### src/rtl/ofmap_writeback.sv
// ofmap_writeback: bias, ReLU, round-shift and int8 saturation of PE-array
// partial sums, packed four per word into a 2-entry skid FIFO to the SRAM.
module ofmap_writeback #(
   parameter int ACC_W     = 21,
   parameter int OUT_W     = 8,
   parameter int PACK      = 4,
   parameter int SHIFT     = 4,
   parameter int FRAME_PIX = 36,
   parameter int ADDR_W    = 6
) (
   input  logic                  clk,
   input  logic                  rst,
   input  logic                  valid_i,
   input  logic [ACC_W-1:0]      acc_i,
   input  logic [ACC_W-1:0]      bias_i,
   input  logic                  relu_en_i,
   output logic                  wr_en_o,
   output logic [ADDR_W-1:0]     wr_addr_o,
   output logic [PACK*OUT_W-1:0] wr_data_o,
   input  logic                  wr_ready_i,
   output logic                  busy_o,
   output logic                  done_o,
   output logic                  ovf_o
);

   localparam int WORD_W = PACK * OUT_W;
   localparam int IDX_W  = $clog2(PACK);
   localparam int CNT_W  = $clog2(FRAME_PIX);
   localparam int RW     = ACC_W + 2;

   localparam logic [RW-1:0] RND = RW'(1) << (SHIFT - 1);
   localparam logic signed [RW-1:0] MAX_V =
      {{(RW - OUT_W + 1){1'b0}}, {(OUT_W - 1){1'b1}}};
   localparam logic signed [RW-1:0] MIN_V =
      {{(RW - OUT_W + 1){1'b1}}, {(OUT_W - 1){1'b0}}};

   // stage 1: bias add and optional ReLU
   logic                    v1_q, v1_d;
   logic signed [ACC_W:0]   s1_q, s1_d;
   logic signed [ACC_W:0]   sum;

   // stage 2: rounding shift and saturation
   logic                    v2_q, v2_d;
   logic [OUT_W-1:0]        b2_q, b2_d;
   logic signed [RW-1:0]    rs;
   logic signed [RW-1:0]    r;

   // packer
   logic [IDX_W-1:0]        idx_q, idx_d;
   logic [CNT_W-1:0]        cnt_q, cnt_d;
   logic [WORD_W-1:0]       lane_q, lane_d;
   logic [WORD_W-1:0]       word;
   logic                    last;
   logic                    push;
   logic [WORD_W-1:0]       push_data;
   logic                    push_last;

   // skid FIFO, entry = {last-of-frame, data}
   logic [WORD_W:0]         mem_q [2];
   logic [WORD_W:0]         mem_d [2];
   logic                    rp_q, rp_d;
   logic                    wp_q, wp_d;
   logic [1:0]              fc_q, fc_d;
   logic                    pop;
   logic                    full;
   logic                    accept;
   logic                    drop;
   logic                    head_last;

   // frame control and addressing
   logic [ADDR_W-1:0]       addr_q, addr_d;
   logic                    busy_q, busy_d;
   logic                    done_q, done_d;
   logic                    ovf_q, ovf_d;

   // stage 1 next state: sign-extended add, negatives clamped under ReLU
   always_comb begin
      sum  = $signed({acc_i[ACC_W-1], acc_i}) +
             $signed({bias_i[ACC_W-1], bias_i});
      s1_d = (relu_en_i && sum[ACC_W]) ? '0 : sum;
      v1_d = valid_i;
   end

   // stage 2 next state: round half up, arithmetic shift, clamp to int8
   always_comb begin
      rs = $signed({s1_q[ACC_W], s1_q}) + $signed(RND);
      r  = rs >>> SHIFT;
      if (r > MAX_V) begin
         b2_d = MAX_V[OUT_W-1:0];
      end else if (r < MIN_V) begin
         b2_d = MIN_V[OUT_W-1:0];
      end else begin
         b2_d = r[OUT_W-1:0];
      end
      v2_d = v1_q;
   end

   // packer: fill lanes, emit a word on a full lane set or frame end
   always_comb begin
      lane_d    = lane_q;
      idx_d     = idx_q;
      cnt_d     = cnt_q;
      word      = lane_q;
      last      = 1'b0;
      push      = 1'b0;
      push_data = lane_q;
      push_last = 1'b0;
      if (v2_q) begin
         word[idx_q*OUT_W +: OUT_W] = b2_q;
         last  = (cnt_q == CNT_W'(FRAME_PIX - 1));
         cnt_d = last ? '0 : cnt_q + 1'b1;
         if (idx_q == IDX_W'(PACK - 1) || last) begin
            push      = 1'b1;
            push_data = word;
            push_last = last;
            lane_d    = '0;
            idx_d     = '0;
         end else begin
            lane_d = word;
            idx_d  = idx_q + 1'b1;
         end
      end
   end

   // FIFO bookkeeping: simultaneous push and pop always succeed
   always_comb begin
      pop       = (fc_q != 2'd0) && wr_ready_i;
      full      = (fc_q == 2'd2);
      accept    = push && (!full || pop);
      drop      = push && full && !pop;
      head_last = mem_q[rp_q][WORD_W];
      mem_d     = mem_q;
      if (accept) begin
         mem_d[wp_q] = {push_last, push_data};
      end
      wp_d = wp_q ^ accept;
      rp_d = rp_q ^ pop;
      fc_d = fc_q + {1'b0, accept} - {1'b0, pop};
   end

   // address, done pulse, busy and sticky overflow
   always_comb begin
      addr_d = addr_q;
      if (pop) begin
         addr_d = head_last ? '0 : addr_q + 1'b1;
      end
      done_d = pop && head_last;
      busy_d = busy_q;
      if (done_d) begin
         busy_d = 1'b0;
      end
      if (valid_i) begin
         busy_d = 1'b1;
      end
      ovf_d = ovf_q | drop;
   end

   // state registers
   always_ff @(posedge clk) begin
      if (rst) begin
         v1_q     <= 1'b0;
         s1_q     <= '0;
         v2_q     <= 1'b0;
         b2_q     <= '0;
         idx_q    <= '0;
         cnt_q    <= '0;
         lane_q   <= '0;
         mem_q[0] <= '0;
         mem_q[1] <= '0;
         rp_q     <= 1'b0;
         wp_q     <= 1'b0;
         fc_q     <= 2'd0;
         addr_q   <= '0;
         busy_q   <= 1'b0;
         done_q   <= 1'b0;
         ovf_q    <= 1'b0;
      end else begin
         v1_q     <= v1_d;
         s1_q     <= s1_d;
         v2_q     <= v2_d;
         b2_q     <= b2_d;
         idx_q    <= idx_d;
         cnt_q    <= cnt_d;
         lane_q   <= lane_d;
         mem_q    <= mem_d;
         rp_q     <= rp_d;
         wp_q     <= wp_d;
         fc_q     <= fc_d;
         addr_q   <= addr_d;
         busy_q   <= busy_d;
         done_q   <= done_d;
         ovf_q    <= ovf_d;
      end
   end

   assign wr_en_o   = (fc_q != 2'd0);
   assign wr_addr_o = addr_q;
   assign wr_data_o = mem_q[rp_q][WORD_W-1:0];
   assign busy_o    = busy_q;
   assign done_o    = done_q;
   assign ovf_o     = ovf_q;

endmodule
### config.mk
export PLATFORM = sky130hd
export DESIGN_NAME = ofmap_writeback
export DESIGN_NICKNAME = d
export VERILOG_FILES = /design/src/rtl/ofmap_writeback.sv
export SDC_FILE = /design/constraint.sdc
export NUM_CORES = 1
export LEC_CHECK = 0
export CAP_MARGIN = 20
export CORE_ASPECT_RATIO = 1.1
export CORE_UTILIZATION = 50
export CTS_CLUSTER_DIAMETER = 60
export DETAILED_ROUTE_END_ITERATION = 10
export PLACE_DENSITY = 0.73
export SLEW_MARGIN = 20
export SYNTH_ARGS = -nofsm -noshare
export SYNTH_HDL_FRONTEND = slang
export SYNTH_SLANG_ARGS = --single-unit
### constraint.sdc
create_clock -name clk -period 5.68 [get_ports clk]
set_input_delay 0.852 -clock clk [delete_from_list [all_inputs] [get_ports clk]]
set_output_delay 0.852 -clock clk [all_outputs]
set_load 0.02 [all_outputs]
==> results.ini, run 1 <==
[run_status]
outcome = completed

[sta]
post-route-min-period_ns = 3.117
rsz0062_at_grt = no
tightest_slew_ns = 0.7000
hold_violations = 0
fin_skew_ns = 0.008799
finalSetupViolCount = 0
tns_ns = 0
slew_headroom_pct = 53.34
min_period_over_period_pct = 54.88
report.final.slew_viol_count = 0
max_freq_ghz = 0.3208
hold_slack_ns = 0.4431

[routing]
vias_per_cell = 5.711
firstDrtPassIters = 5
ant_nets = 0
wl_per_cell_microns = 14.88
wirelength_microns = 15330
num_vias = 5882
drtIter0Drc = 419
drc = 0

[yosys]
yosysSeqAreaShare_pct = 41.70
synth.most_common_cell = dfxtp_1
syn_avg_cell_area_sq_um = 9.262
synth.distinct_cells = 61
ys.flop_type = dfxtp_1
syn-instance-count = 767
syn_nets = 847
syn_area_sq_um = 7104
synth-seq-cells = 148
synth_warnings = 0
synth_area_leader_cell = dfxtp_1
synth_area_leaders = dfxtp_1 (42%), nor2_1 (7.7%), a211oi_1 (7.5%)
synth_common_cells = dfxtp_1 (148), nor2_1 (145), a211oi_1 (71)
synth_edf_count = 0
synthArstFlopShare_pct = 0
yosysTopAreaCellShare_pct = 41.70

[die]
rows = 45
die_h_microns = 127.0
start_util_pct = 51.29
io-pin-count = 89
die_width_microns = 115.7
core_area_sq_um = 13850
die_area_sq_um = 14690

[setup_path]
r2r_end = mem_q[39]
cp_cell_sequence = clkdlybuf4s50_1 -> ha_1 -> a21o_1 -> a21o_1 -> a21o_1 -> a221o_1 -> o31ai_4 -> a211oi_1 -> o31a_1
crit_path_top_delay_cell = o31ai_4
cpMostUsedCell = a21o_1
critPathMaxStageDelay_ns = 0.62
crit_type = input pin to register
ff2ff_path_depth = 8
rr_startpoint = cnt_q[2]
cpLargestDelayFamily = compound AO/OA/AOI/OAI gates
cp_max_fo = 19
cp.required_ns = 5.98
crit_buf_inv = 1
setup.worst_path.start_class = input pin
r2r_slack_ns = 2.73
arrival_ns = 3.42
endpoint_kind = register

[clock_tree]
cts_resized = 0
cts_tree = done
post-cts-setup-buffer-count = 0
cts.sinks = 148
cts_buffers = 17
clock_latency_ns = 0.42
h-tree-depth = 4
clockBufferDepth = 2
holdBufCountCts = 0
clkTransAtPathRegs_ns = 0.06
cts_root_buf = clkbuf_16

[pwr]
vdd_drop_max_mv = 0.2268
clkPwrFrac_pct = 46.7
pwr-share-comb_pct = 9.2
swShare_pct = 22.74
p_switching_uw = 583.3
seqPwrFrac_pct = 44.1
p_int_mw = 1.981
p_leak_nw = 3.059
p_per_area_nw_per_um2 = 295.8
power_mw = 2.565

[layout]
layout.nets = 909
diodes = 0
fin_cells = 1030
design_area_sq_um = 8670
area_growth_syn_to_layout_pct = 22.03
drive_gt1_share_pct = 10.93

[place]
placed_cell_area_sq_um = 8023
dp_hpwl_microns = 10520
numPortBuffers = 88
finalWeightedCongestion = 0.8776
place_inst = 998

[global_routing]
grt_max_degree = 67
gr-total-overflow = 0
antenna_found_initial = 0
track_usage_pct = 21.67
grt_pass1_wl_microns = 25740
grt_pass1_vias = 5721

[worst_hold_path]
worst_hold_path.endpoint = v2_q
hp-start = v1_q
hold_class = register to register
worstHoldPathCells = 1

[flow_run]
drv_cap = 0

registers in the layout, indices dropped and copies added, names as in the netlist:
name / flops
idx_q: 2
b2_q: 8
lane_q: 32
busy_o: 1
rp_q: 1
fc_q: 2
s1_q: 19
done_o: 1
mem_q: 66
wp_q: 1
wr_addr_o: 6
ovf_o: 1
cnt_q: 6
v1_q: 1
v2_q: 1
cells in the final DEF (no fill, tap or decap), drive strengths merged, types with 15 or more instances in the layout:
master,instances
clkdlybuf4s50,87
mux2,33
dfxtp,148
clkbuf,24
nor2,149
a211oi,71
nand2,17
ha,33
xor2,19
xnor2,15
nand3,18
a22oi,64
a21oi,15
metal layers:
| layer | track usage (%) | part of all wire, % |
|---|---|---|
| met1 | 25.07 | 43 |
| met5 | 0 | 0 |
| met4 | 8.296 | 2.0 |
| met3 | 4.459 | 4.6 |
| met2 | 38.89 | 50 |
how the worst max path moves through the flow:
stage	depth (start not counted)	from	endpoint	slack, ns
2_1_floorplan	8	acc_i[14]	s1_q[10]	2.83
3_3_place_gp	9	acc_i[14]	s1_q[14]	2.19
3_5_place_dp	9	acc_i[14]	s1_q[14]	2.13
4_1_cts	9	acc_i[14]	s1_q[14]	2.57
5_1_grt	9	acc_i[2]	s1_q[14]	2.38
6_report	9	acc_i[14]	s1_q[14]	2.56
power by group through the flow:
stage	Clock, mW	Sequential (mW)	Combinational, mW
global route	1.26	1.14	0.263
finish	1.20	1.13	0.236
global placement	0	1.15	0.226
floorplan	0	1.11	0.195
CTS	1.22	1.13	0.237
detailed placement	0	1.15	0.235
through the flow:
step                setup slack (ns)  utilization [%]
CTS                            2.569            62.59
global placement               2.186            57.78
finish                         2.563            62.59
floorplan                      2.834                -
global route                   2.379            62.59
detailed placement             2.132            57.92
kinds of logic after synthesis:
family | synth area share, %
AO/OA/AOI/OAI | 21.87
flip-flops | 41.70
multiplexers | 6.076
XOR/XNOR | 4.192
adder cells (fa/ha/maj) | 5.812
AND/OR/NAND/NOR | 16.40
buffers and inverters | 3.945
final cells by class:
type                            count  area (sq um)
Fill cell                        1149          5181
Inverter                           12         45.04
Clock buffer                       24         501.7
Tap cell                          188         235.2
Clock inverter                      8         145.1
Sequential cell                   148          2963
Multi-Input combinational cell    560          3886
Timing Repair Buffer               90         893.4
Power figures use the tool's default switching activity.
==> run 2, diff against run 1 <==
--- a/config.mk
+++ b/config.mk
@@ -10,7 +10,7 @@
 export CORE_UTILIZATION = 50
 export CTS_CLUSTER_DIAMETER = 60
 export DETAILED_ROUTE_END_ITERATION = 10
-export PLACE_DENSITY = 0.73
+export PLACE_DENSITY = 0.76
 export SLEW_MARGIN = 20
 export SYNTH_ARGS = -nofsm -noshare
 export SYNTH_HDL_FRONTEND = slang
==> constraint.sdc (replaced) <==
create_clock -name clk -period 2.7 [get_ports clk]
set_input_delay 0.405 -clock clk [delete_from_list [all_inputs] [get_ports clk]]
set_output_delay 0.405 -clock clk [all_outputs]
set_load 0.02 [all_outputs]
==> results.ini, run 2 (same netlist as run 1, synthesis figures left out) <==
[run_status]
outcome = completed

[setup_path]
arrival_ns = 2.04  ; -1.38 ns
setup.worst_path.start_class = register
critPathMaxStageDelay_ns = 0.54  ; -0.08 ns
cp_cell_sequence = buf_12 -> mux2_2 -> clkdlybuf4s50_1
crit_path_top_delay_cell = clkdlybuf4s50_1
r2r_end = mem_q[56]
rr_startpoint = cnt_q[2]
r2r_slack_ns = 0.34  ; -2.39 ns
crit_type = register to output pin
cp.required_ns = 2.30  ; -3.68 ns
ff2ff_path_depth = 9  ; +1
cp_max_fo = 32  ; +13
endpoint_kind = output pin

[die]
core_area_sq_um = 13850  ; unchanged
die_h_microns = 127.0  ; unchanged
rows = 45  ; unchanged
io-pin-count = 89  ; unchanged
die_width_microns = 115.7  ; unchanged
die_area_sq_um = 14690  ; unchanged
start_util_pct = 51.29  ; unchanged

[worst_hold_path]
hp-start = rst
worst_hold_path.endpoint = wp_q
worstHoldPathCells = 2  ; +1
hold_class = input pin to register

[sta]
min_period_over_period_pct = 90.41
post-route-min-period_ns = 2.441
hold_violations = 0  ; unchanged
max_freq_ghz = 0.4097
finalSetupViolCount = 0  ; unchanged
rsz0062_at_grt = no
tightest_slew_ns = 0.6785  ; -0.02146 ns
slew_headroom_pct = 54.46  ; +1.1 points
tns_ns = 0  ; unchanged
report.final.slew_viol_count = 0  ; unchanged
fin_skew_ns = 0.007100  ; -0.001698 ns

[place]
dp_hpwl_microns = 10890  ; +3.5%
finalWeightedCongestion = 0.8724  ; -0.59%
numPortBuffers = 88  ; unchanged
place_inst = 1018  ; +2.0%

[global_routing]
track_usage_pct = 21.99  ; +0.32 points
grt_max_degree = 65  ; -3.0%
antenna_found_initial = 0  ; unchanged
grt_pass1_wl_microns = 26140  ; +1.5%
gr-total-overflow = 0  ; unchanged
grt_pass1_vias = 5771  ; +0.87%

[routing]
drc = 0  ; unchanged
num_vias = 6006  ; +2.1%
wirelength_microns = 15570  ; +1.6%
ant_nets = 0  ; unchanged
vias_per_cell = 5.742  ; +0.55%
wl_per_cell_microns = 14.89  ; about the same
drtIter0Drc = 397  ; -5.3%
firstDrtPassIters = 5  ; unchanged

[clock_tree]
clock_latency_ns = 0.42  ; about the same
cts_root_buf = clkbuf_16
holdBufCountCts = 0  ; unchanged
clkTransAtPathRegs_ns = 0.05  ; about the same
cts_tree = done
cts.sinks = 148  ; unchanged
clockBufferDepth = 2  ; unchanged
cts_buffers = 17  ; unchanged
cts_resized = 0  ; unchanged
h-tree-depth = 4  ; unchanged
post-cts-setup-buffer-count = 0  ; unchanged

[pwr]
vdd_drop_max_mv = 0.4295  ; +89%
p_leak_nw = 3.131  ; +2.4%
p_per_area_nw_per_um2 = 585.7  ; +98%

[layout]
regMostFlops = mem_q
layout_commonest_cell = dfxtp_1
layout.nets = 929  ; +2.2%
drive_gt1_share_pct = 12.59  ; +1.7 points
final_cell_mix = dfxtp_1 (148), nor2_1 (145), clkdlybuf4s50_1 (87)
largest_reg_flops = 66  ; unchanged
multi_input_area_sq_um = 3866  ; -0.52%
area_growth_syn_to_layout_pct = 23.09
num-fill-cells = 1178  ; +2.5%
diodes = 0  ; unchanged
reg_top3 = mem_q (66), lane_q (32), s1_q (19)
seq_area_sq_um = 2963  ; unchanged
fin_cells = 1046  ; +1.6%

[flow_run]
drv_cap = 0  ; unchanged

## run 2: cell types whose count changed in the layout (fill, tap and decap cells not counted), sizes merged
cell / before / now
buf: 3 / 23
bufinv: 4 / 2
clkbuf: 24 / 22
clkinv: 2 / 4
clkinvlp: 2 / 0
## run 2: power by group
part | total [mW] | internal (mW) | switching [mW] | leakage (nW)
clock | 2.22 | 1.40 | 0.816 | 0.277
combinational | 0.522 | 0.265 | 0.257 | 1.65
sequential | 2.38 | 2.26 | 0.121 | 1.20
## run 2: worst max path at each step
stage,cells past startpoint,from,endpoint
after floorplan,8,acc_i[14],s1_q[10]
after global placement,9,acc_i[2],s1_q[21]
after detailed placement,9,acc_i[2],s1_q[21]
after CTS,3,rp_q,wr_data_o[20]
after global routing,6,idx_q[0],mem_q[59]
final,3,rp_q,wr_data_o[22]
## run 2: through the flow
| stage | setup WS [ns] | power (mW) | cell area (sq um) | util, % | hold slack (ns) |
|---|---|---|---|---|---|
| after floorplan | 0.3007 | 2.756 | 7104 | - | 0.4138 |
| after global placement | -0.02624 | 2.922 | 8190 | 59.13 | 0.4274 |
| after detailed placement | -0.05144 | 2.941 | 8190 | 59.13 | 0.4218 |
| after CTS | 0.2535 | 5.152 | 8745 | 63.13 | 0.3600 |
| after global routing | 0.1460 | 5.311 | 8745 | 63.13 | 0.3729 |
| final | 0.2590 | 5.122 | 8745 | 63.13 | 0.3679 |
## run 2: final cells by class
| class | count | area share, % |
|---|---|---|
| Sequential cell | 148 | 33.88 |
| Multi-Input combinational cell | 560 | 44.21 |
| Tap cell | 188 | 2.690 |
| Inverter | 12 | 0.5151 |
| Timing Repair Buffer | 110 | 12.36 |
| Clock inverter | 6 | 0.9157 |
| Clock buffer | 22 | 5.423 |
## run 2: metal layers
layer  up-vias  GRT usage, %  wire length, microns
met3        18         4.127                   604
met1      2825         25.57                  6749
met5         -             0                     0
met2       178         39.45                  7986
met4         0         8.748                   231
li1       2985             -                     -
## run 2: critical path, delay by kind of cell (launching register included)
| family | cells | cell delay [ns] |
|---|---|---|
| buffers and inverters | 2 | 0.77 |
| multiplexers | 1 | 0.38 |
| flip-flops | 1 | 0.43 |
